### config.mk
export PLATFORM = sky130hd
export DESIGN_NAME = timer_counter
export DESIGN_NICKNAME = d
export VERILOG_FILES = /design/src/rtl/timer_counter.sv
export SDC_FILE = /design/constraint.sdc
export NUM_CORES = 1
export LEC_CHECK = 0
export ABC_AREA = 1
export ABC_CLOCK_PERIOD_IN_PS = 2400
export BUFFER_PORTS_ARGS = -buffer_cell sky130_fd_sc_hd__buf_2
export CAP_MARGIN = 20
export CORE_MARGIN = 1.5
export CORE_UTILIZATION = 51
export CTS_CLUSTER_DIAMETER = 150
export DETAILED_ROUTE_END_ITERATION = 8
export HOLD_SLACK_MARGIN = 0.15
export PLACE_DENSITY = 0.75
export SLEW_MARGIN = 40
export SYNTH_ARGS = -nofsm -noshare
export SYNTH_HDL_FRONTEND = slang
export SYNTH_SLANG_ARGS = --single-unit
### constraint.sdc
create_clock -name clk -period 2.4 [get_ports clk]
set_input_delay 0 -clock clk [delete_from_list [all_inputs] [get_ports clk]]
set_output_delay 0 -clock clk [all_outputs]
set_load 0.01 [all_outputs]
### src/rtl/timer_counter.sv
// timer_counter: memory-mapped down-counter with one-shot / auto-reload modes and an IRQ at zero.
// Optional feature macro TC_PRESCALER_EN adds the PSC register at 0xC and a count prescaler.
module timer_counter #(
  parameter logic [31:0] PRESET_RST = 32'h0,
  parameter logic [1:0]  MODE_RST   = 2'd0
) (
  input  logic        clk,
  input  logic        reset,
  input  logic        sel,
  input  logic [1:0]  addr,
  input  logic [3:0]  we,
  input  logic [31:0] wdata,
  output logic [31:0] rdata,
  output logic        irq
);

  typedef enum logic [1:0] {IDLE, LOAD, CNT, INT} state_t;

  state_t      r_state;
  logic        r_en;
  logic        r_im;
  logic [1:0]  r_mode;
  logic        r_irqFlag;
  logic [31:0] r_preset;
  logic [31:0] r_count;

  logic        w_wrCtrl;
  logic [3:0]  w_presetLanes;
  logic        w_nextEn;
  logic        w_tick;

  assign w_wrCtrl      = sel && (addr == 2'd0) && we[0];
  assign w_presetLanes = (sel && (addr == 2'd1)) ? we : 4'b0000;
  assign w_nextEn      = w_wrCtrl ? wdata[0] : r_en;

`ifdef TC_PRESCALER_EN
  logic [15:0] r_psc;
  logic [15:0] r_pscCnt;
  logic [1:0]  w_pscLanes;

  assign w_pscLanes = (sel && (addr == 2'd3)) ? we[1:0] : 2'b00;
  assign w_tick     = (r_pscCnt == r_psc);

  // The prescale counter only advances while actively counting; LOAD restarts it.
  always_ff @(posedge clk) begin
    if (reset) begin
      r_psc    <= 16'h0;
      r_pscCnt <= 16'h0;
    end else begin
      if (r_state == LOAD)
        r_pscCnt <= 16'h0;
      else if (r_state == CNT && r_en)
        r_pscCnt <= w_tick ? 16'h0 : r_pscCnt + 16'd1;
      if (w_pscLanes[0]) r_psc[7:0]  <= wdata[7:0];
      if (w_pscLanes[1]) r_psc[15:8] <= wdata[15:8];
    end
  end
`else
  assign w_tick = 1'b1;
`endif

  // Bus writes come after the FSM so a CPU write to CTRL overrides any internal update.
  always_ff @(posedge clk) begin
    if (reset) begin
      r_state   <= IDLE;
      r_en      <= 1'b0;
      r_im      <= 1'b0;
      r_mode    <= MODE_RST;
      r_irqFlag <= 1'b0;
      r_preset  <= PRESET_RST;
      r_count   <= 32'h0;
    end else begin
      case (r_state)
        IDLE: begin
          if (r_en) r_state <= LOAD;
        end
        LOAD: begin
          r_count <= r_preset;
          r_state <= CNT;
        end
        CNT: begin
          if (!r_en) begin
            r_state <= IDLE;
          end else if (w_tick) begin
            if (r_count > 32'd1) begin
              r_count <= r_count - 32'd1;
            end else begin
              r_count   <= 32'h0;
              r_irqFlag <= 1'b1;
              r_state   <= INT;
            end
          end
        end
        INT: begin
          // Auto-reload jumps straight to LOAD so the period is PRESET+2 cycles.
          if (r_mode == 2'd1) begin
            r_irqFlag <= 1'b0;
            r_state   <= w_nextEn ? LOAD : IDLE;
          end else begin
            r_en    <= 1'b0;
            r_state <= IDLE;
          end
        end
        default: r_state <= IDLE;
      endcase

      if (w_wrCtrl) begin
        r_en      <= wdata[0];
        r_mode    <= wdata[2:1];
        r_im      <= wdata[3];
        r_irqFlag <= 1'b0;
      end
      for (int i = 0; i < 4; i++) begin
        if (w_presetLanes[i]) r_preset[8*i +: 8] <= wdata[8*i +: 8];
      end
    end
  end

  always_comb begin
    rdata = 32'h0;
    if (sel) begin
      case (addr)
        2'd0:    rdata = {28'h0, r_im, r_mode, r_en};
        2'd1:    rdata = r_preset;
        2'd2:    rdata = r_count;
`ifdef TC_PRESCALER_EN
        default: rdata = {16'h0, r_psc};
`else
        default: rdata = 32'h0;
`endif
      endcase
    end
  end

  assign irq = r_irqFlag & r_im;

endmodule

==> metrics.md, run 1 <==
| Metric | Value |
|---|---|
| CTS max path bufs | `2` |
| Endpoints failing hold | `0` |
| Starting DRT DRC Count | `roughly 350` |
| Max cap viols | `0` |
| Met1 Use GR | `a little over a third` |
| Syn Nets | `roughly 710` |
| I/O Buffers | `73` |
| Top-area cell type share of the netlist area | `32.7%` |
| Gate power share | `19.3%` |
| Die X | `95.4 um` |
| Die Y | `around 95 um` |
| Routed length per instance | `roughly 15 um` |
| GRT Util Overall | `29.3%` |
| WP data arrival | `2300 ps` |
| Lkg Pwr | `2.39 nW` |
| Grt met2 use | `51.8%` |
| Sequential share of the synthesized area | `between 30% and 40%` |
| Final Max Tran Viols | `0` |
| Endpoints failing setup | `0` |
| Final wirelength | `12.8 mm` |
| TritonRoute pass-1 iters | `7` |
| Layout area overhead | `22.0%` |
| Vias in the first global route | `4384` |
| Worst endpoint required time | `roughly 2700 ps` |
| Critical path launch point type | `flip-flop` |
| Slew margin rel. | `59.5%` |
| Yosys warns | `0` |
| GR Util met3 | `5.26%` |
| Residual DRC | `0` |
| Crit. End Element | `flip-flop` |
| Hpwl dp | `8.60 mm` |
| Slew @ Worst Pin | `approximately 610 ps` |
| Commonest cells post-synth | `167 x nand2_1, 82 x inv_1, 75 x nor2_1, 71 x dfxtp_1` |
| Ratio of cells with drive above 1 in the final layout | `16.3%` |
| Cells after Synth | `~660` |
| # H-tree levels | `3` |
| Sequential share of power | `44.2%` |
| Vias per std cell | `5.43` |
| Clock Skew | `roughly 14 ps` |
| Max IR drop VDD | `0.309 mV` |
| Core Box Area | `0.00826 sq mm` |
| TNS Setup | `0 ps` |
| Peak Freq | `497 MHz` |
| Clk sink count | `71` |
| Largest fanout on the critical path | `14` |
| Starting Density | `52.7%` |
| CTS tree | `done` |
| Routed vias | `between 4000 and 5000` |
| Yosys cell types | `39` |
| Synthesized area | `0.00435 sq mm` |
| Largest net degree at the start of global routing | `37` |
| Remaining global-route overflow | `0` |
| Hold Path Class | `in2reg` |
| EDFF count, synth | `0` |
| Top Ports | `74` |
| Cell count after placement | `~820` |
| Worst-Skew Late Latency | `370 ps` |
| Count leader, synth | `nand2_1` |
| Average size of a mapped cell | `6.55 sq um` |
| Top cells by area, synth | `dfxtp_1 33%, nand2_1 14%, inv_1 7.1%, a21oi_1 6.9%, o21ai_0 6.9%` |
| Period minus WS final | `2010 ps` |
| Status | `complete, no violations` |
| Final hold slack | `221 ps` |
| Cell internal pwr | `about 0.0019 W` |
| Psw | `0.000876 W` |
| CP Class | `reg2reg` |
| Async S/R FF share, synth | `0%` |
| Sw frac | `31.6%` |
| Reg clk slew, reported paths | `90 ps` |
| Initial antenna violation count | `0` |
| Clock network power share | `36.5%` |
| Largest area contributor in the netlist | `dfxtp_1` |
| GPL Wtd Cong | `0.931` |
| Post-CTS Setup Bufs | `0` |
| Global route hottest layer | `met2` |
| Unrepaired setup endpoints after global routing | `false` |
| Final Cell Area | `between 0.005 and 0.006 sq mm` |
| Post-route insts no fill | `roughly 870` |
| Clock root buffer | `clkbuf_8` |
| Global-route wire length before repair | `20.6 mm` |
| Power per Cell Area | `523 mW/mm^2` |
| Cts hold-fix bufs | `36` |
| Final nets | `805` |
| Ys flop type | `dfxtp_1` |
| Dpl cell area | `0.00472 sq mm` |
| Fill count | `810` |
| Die area | `a little over 0.009 sq mm` |
| Final period util | `about 84%` |
| DRT antenna net count | `0` |
| Diodes inserted | `0` |
| Total CTS buffers | `9` |
| Seq cells post-synth | `71` |
| CTS resizes | `0` |
| FP Rows | `33` |
-- stage by stage --
step | setup WS (ps) | power [W] | utilization, %
4_1_cts | 315 | 0.00277 | 64.0
6_report | 390 | 0.00277 | 64.3
3_3_place_gp | 395 | 0.00172 | 57.1
3_5_place_dp | 343 | 0.00173 | 57.1
5_1_grt | 214 | 0.00290 | 64.3
2_1_floorplan | 797 | 0.00160 | -
-- cell usage in the layout, fill, tap and decap left out, types with 4 or more instances in the layout --
| master | Yosys | final |
|---|---|---|
| o21ai_1 | 5 | 5 |
| nand2_4 | 4 | 4 |
| clkbuf_8 | 0 | 9 |
| nand3_1 | 16 | 16 |
| nand2_2 | 5 | 5 |
| o32ai_1 | 26 | 26 |
| xor2_1 | 15 | 15 |
| nor2_4 | 5 | 5 |
| nand2_1 | 167 | 167 |
| o22ai_1 | 9 | 9 |
| inv_2 | 3 | 4 |
| inv_1 | 82 | 81 |
| o21ai_0 | 60 | 60 |
| nor2_2 | 6 | 6 |
| a21oi_1 | 60 | 60 |
| a31oi_1 | 4 | 4 |
| dfxtp_1 | 71 | 71 |
| dlygate4sd3_1 | 0 | 36 |
| buf_2 | 1 | 73 |
| nor2_1 | 75 | 75 |
| buf_4 | 0 | 4 |
-- logic make-up after synthesis --
| logic type | Yosys count | share of synthesized area [%] |
|---|---|---|
| flops | 71 | 32.7 |
| compound gates | 172 | 23.3 |
| xor+xnor | 16 | 3.22 |
| fa+ha+maj | 2 | 0.575 |
| simple gates | 288 | 28.4 |
| buf+inv | 115 | 11.8 |
-- power by group through the flow --
stage | Combinational [W] | Clock (W) | Sequential (W)
detailed placement | 0.000474 | 0 | 0.00125
global route | 0.000598 | 0.00107 | 0.00123
global placement | 0.000467 | 0 | 0.00125
finish | 0.000535 | 0.00101 | 0.00123
CTS | 0.000522 | 0.00102 | 0.00123
floorplan | 0.000352 | 0 | 0.00125
-- final timing paths --
kind                              startpoint           end  slack (ps)  depth (start not counted)
worst max-delay path              r_count[0]   r_count[18]         390                         11
worst max register to register    r_count[0]   r_count[18]         390                         11
worst min-delay path                 addr[0]          r_en         220                          6
worst min register to register  r_preset[19]  r_preset[19]         470                          2
-- flip-flops by register name, summed over array words and instances, names as in the netlist --
name	count
r_count	32
r_preset	32
r_mode	2
r_state	2
r_en	1
r_im	1
r_irqFlag	1
-- routing by layer --
| metal | part of all wire (%) | wire length, um |
|---|---|---|
| met5 | 0 | 0 |
| met4 | 1.3 | 168 |
| met3 | 5.3 | 682 |
| met2 | 49 | 6300 |
| met1 | 44 | 5650 |
-- cell type report --
type	instances	area, sq um	share of cell area [%]
Clock buffer	9	124	2.33
Timing Repair Buffer	115	803	15.1
Inverter	87	334	6.29
Tap cell	105	131	2.47
Clock inverter	7	80.1	1.51
Multi-Input combinational cell	478	2410	45.5
Sequential cell	71	1420	26.8
-- worst max-delay path: stages, from the launching register on --
cell	delay, ps
dfxtp_1	400
inv_1	100
ha_1	260
nand2_4	140
nor2_8	70
nor2_2	110
nor2_2	60
nor2_4	350
o21ai_0	160
nand2_1	90
nand2_1	50
a21oi_1	140
(Power assumes the default switching activity.)
==> inputs of run 2 (changes only) <==
--- a/config.mk
+++ b/config.mk
@@ -5,8 +5,8 @@
 export SDC_FILE = /design/constraint.sdc
 export NUM_CORES = 1
 export LEC_CHECK = 0
-export ABC_AREA = 1
-export ABC_CLOCK_PERIOD_IN_PS = 2400
+export ABC_AREA = 0
+export ABC_CLOCK_PERIOD_IN_PS = 1900
 export BUFFER_PORTS_ARGS = -buffer_cell sky130_fd_sc_hd__buf_2
 export CAP_MARGIN = 20
 export CORE_MARGIN = 1.5
@@ -14,7 +14,7 @@
 export CTS_CLUSTER_DIAMETER = 150
 export DETAILED_ROUTE_END_ITERATION = 8
 export HOLD_SLACK_MARGIN = 0.15
-export PLACE_DENSITY = 0.75
+export PLACE_DENSITY = 0.76
 export SLEW_MARGIN = 40
 export SYNTH_ARGS = -nofsm -noshare
 export SYNTH_HDL_FRONTEND = slang
==> constraint.sdc (replaced) <==
create_clock -name clk -period 1.9 [get_ports clk]
set_input_delay 0 -clock clk [delete_from_list [all_inputs] [get_ports clk]]
set_output_delay 0 -clock clk [all_outputs]
set_load 0.01 [all_outputs]
==> run 2 against run 1 <==
  * The flow now finishes with violations (negative setup slack)
  * Critical path depth fell by 5
  * Clock power rose by 23%
  * Critical path type unchanged
  * Largest power group unchanged
  * Sequential share of layout area fell by 3.9 points
  * Non-clock buffer count rose by 128
  * First-iteration DRC count rose by 99%
  * Fmax fell by 20%
==> metrics.md, run 2 <==
| Metric | Value |
|---|---|
| Status | `finished with violations` |
| Failing checks | `negative setup slack` |
| Cell internal pwr | `0.00238 W` |
| Commonest non-fill, non-tap cell in the layout | `buf_4` |
| Sequential share of the synthesized area | `34.1%` |
| Psw | `0.000925 W` |
| Residual DRC | `0` |
| GPL Wtd Cong | `around 1.0` |
| Vias in the first global route | `around 5300` |
| Yosys cell types | `60` |
| Diodes inserted | `0` |
| Period minus WS final | `2520 ps` |
| Vias per std cell | `about 6.4` |
| Starting DRT DRC Count | `689` |
| Top cells by area, synth | `dfxtp_1 34%, nand2_1 8.1%, a21oi_1 6.7%, a22o_1 5.9%, a32oi_1 4.0%` |
| Final Max Tran Viols | `0` |
| Yosys warns | `0` |
| EDFF count, synth | `0` |
| Clk sink count | `71` |
| Routed vias | `approximately 5400` |
| CP Class | `reg2reg` |
| Most used cell, CP | `or4_4` |
| Sw frac | `28.0%` |
| Endpoints failing setup | `34` |
| PnR worst setup slack | `-624 ps` |
| Largest fanout on the critical path | `15` |
| Ys flop type | `dfxtp_1` |
| Top Ports | `74` |
| Routed length per instance | `~19 um` |
| Initial antenna violation count | `0` |
| Largest net degree at the start of global routing | `29` |
| Die Y | `93.4 um` |
| Synthesized area | `0.00417 sq mm` |
| # H-tree levels | `3` |
| Ratio of cells with drive above 1 in the final layout | `31.0%` |
| Clock root buffer | `clkbuf_8` |
| Slew @ Worst Pin | `723 ps` |
| Critical path launch point type | `flip-flop` |
| Starting Density | `53.4%` |
| Final wirelength | `around 16 mm` |
| Top-area cell type share of the netlist area | `34.1%` |
| Tot Pwr | `0.00330 W` |
| Crit. End Element | `flip-flop` |
| Slowest library cell on the worst path | `or4_4` |
| Die X | `93.4 um` |
| Syn Nets | `585` |
| Clock network power share | `between 30 and 40%` |
| Largest registers | `r_count x32, r_preset x32` |
| Total CTS buffers | `9` |
| Lkg Pwr | `2.68 nW` |
| Endpoints failing hold | `0` |
| Worst path max stage delay | `550 ps` |
| Sequential share of power | `46.3%` |
| Max cap viols | `0` |
| Critical path, cell by cell | `or4_4 > or4_4 > or4_4 > buf_12 > a32oi_1 > a31oi_1` |
| Commonest cells post-synth | `90 x nand2_1, 71 x dfxtp_1, 56 x a21oi_1, 41 x clkbuf_1, 28 x a22o_1` |
| CTS max path bufs | `2` |
| Cells after Synth | `542` |
| Worst-Skew Late Latency | `360 ps` |
| Worst endpoint required time | `~2100 ps` |
| Most frequent cells in the layout | `101 x buf_4, 90 x nand2_1, 73 x buf_2, 69 x dfxtp_1, 66 x dlygate4sd3_1` |
| Die area | `0.00873 sq mm` |
| Unrepaired setup endpoints after global routing | `true` |
| DRT antenna net count | `0` |
| Average size of a mapped cell | `7.69 sq um` |
| Final core utilization | `between 70% and 80%` |
| TNS Setup | `-17990 ps` |
| CTS tree | `done` |
| I/O Buffers | `73` |
| Core Box Area | `~0.0078 sq mm` |
| Peak Freq | `~400 MHz` |
| Count leader, synth | `nand2_1` |
| Max IR drop VDD | `0.504 mV` |
| Final nets | `784` |
| Slew margin rel. | `about half` |
| Remaining global-route overflow | `0` |
| Layout area overhead | `49.6%` |
| Hold Path Class | `in2reg` |
| Reg clk slew, reported paths | `80 ps` |
| Clock Skew | `~13 ps` |
| Seq cells post-synth | `71` |
| Hpwl dp | `10.2 mm` |
| Async S/R FF share, synth | `0%` |
| WP data arrival | `2760 ps` |
| Gate power share | `16.2%` |
| Global-route wire length before repair | `25.9 mm` |
| Final hold slack | `201 ps` |
| TritonRoute pass-1 iters | `5` |
| GRT Util Overall | `37.9%` |
| Largest area contributor in the netlist | `dfxtp_1` |
| FP Rows | `32` |
| Final period util | `133%` |
| Power per Cell Area | `529 mW/mm^2` |
-- run 2: cell count changes in the layout (fill, tap and decap cells not counted), moves of 28 or more --
cell           change
a22o_1            +28
buf_4             +97
dlygate4sd3_1     +30
inv_1             -78
nand2_1           -77
nor2_1            -50
o21ai_0           -52
-- run 2: stage by stage --
step                std cells  area [sq um]  setup slack [ps]
floorplan                 542          4220              -787
global placement          761          5220              -551
detailed placement        761          5220              -596
CTS                       844          6160              -599
global route              848          6240              -682
finish                    848          6240              -624
-- run 2: cell families (layout without fill, tap and decap cells) --
| group | count (synthesis) | in the layout | share of synthesized area (%) |
|---|---|---|---|
| muxes | 7 | 7 | 1.68 |
| and+or+nand+nor | 231 | 231 | 27.9 |
| DFF | 71 | 71 | 34.1 |
| AOI/OAI and AO/OA | 168 | 168 | 28.3 |
| xor gates and xnor gates | 4 | 4 | 0.840 |
| buffers and inverters | 59 | 263 | 6.60 |
| adders and majority gates | 2 | 2 | 0.600 |
-- run 2: timing repair --
item                                    4_1_cts  5_1_grt
endpoints found under the setup margin       34       34
pin swaps                                     1        1
setup buffers                                 1        4
gates resized for setup                      13        9
hold buffers                                 66        0
gates cloned                                  0        0
endpoints found under the hold margin        50        0
-- run 2: worst max-delay path: cells and delay by family (launching register included) --
kind                   cells  cell delay [ps]
buffers and inverters      1              180
and+or+nand+nor            3             1600
DFF                        1              330
AOI/OAI and AO/OA          2              300
-- run 2: layout make-up --
type,count,area [sq um]
multi-input cells,412,2640
repair buffers,243,1840
well taps,102,128
flip-flops and latches,71,1420
fillers,500,1570
inverters,4,15.0
clock inverters,7,72.6
clock buffers,9,124
-- run 2: per-layer routing --
layer / track usage (%) / routed length (um)
met5: 0 / 0
met2: 60.5 / 7710
met1: 48.2 / 6220
met3: 7.24 / 1690
met4: 19.7 / 626
-- run 2: power groups by stage --
stage,clock network [W],registers [W],logic (W)
after detailed placement,0,0.00156,0.000396
after floorplan,0,0.00155,0.000227
final,0.00124,0.00153,0.000534
after CTS,0.00124,0.00152,0.000485
after global routing,0.00130,0.00153,0.000562
after global placement,0,0.00156,0.000388
-- run 2: worst paths after layout --
check        slack [ps]  cells after the start            to    startpoint
min reg2reg         520                      2  r_preset[15]  r_preset[15]
max                -620                      6    r_count[5]   r_count[12]
max reg2reg        -620                      6    r_count[5]   r_count[12]
min                 200                      4  r_preset[14]         we[1]
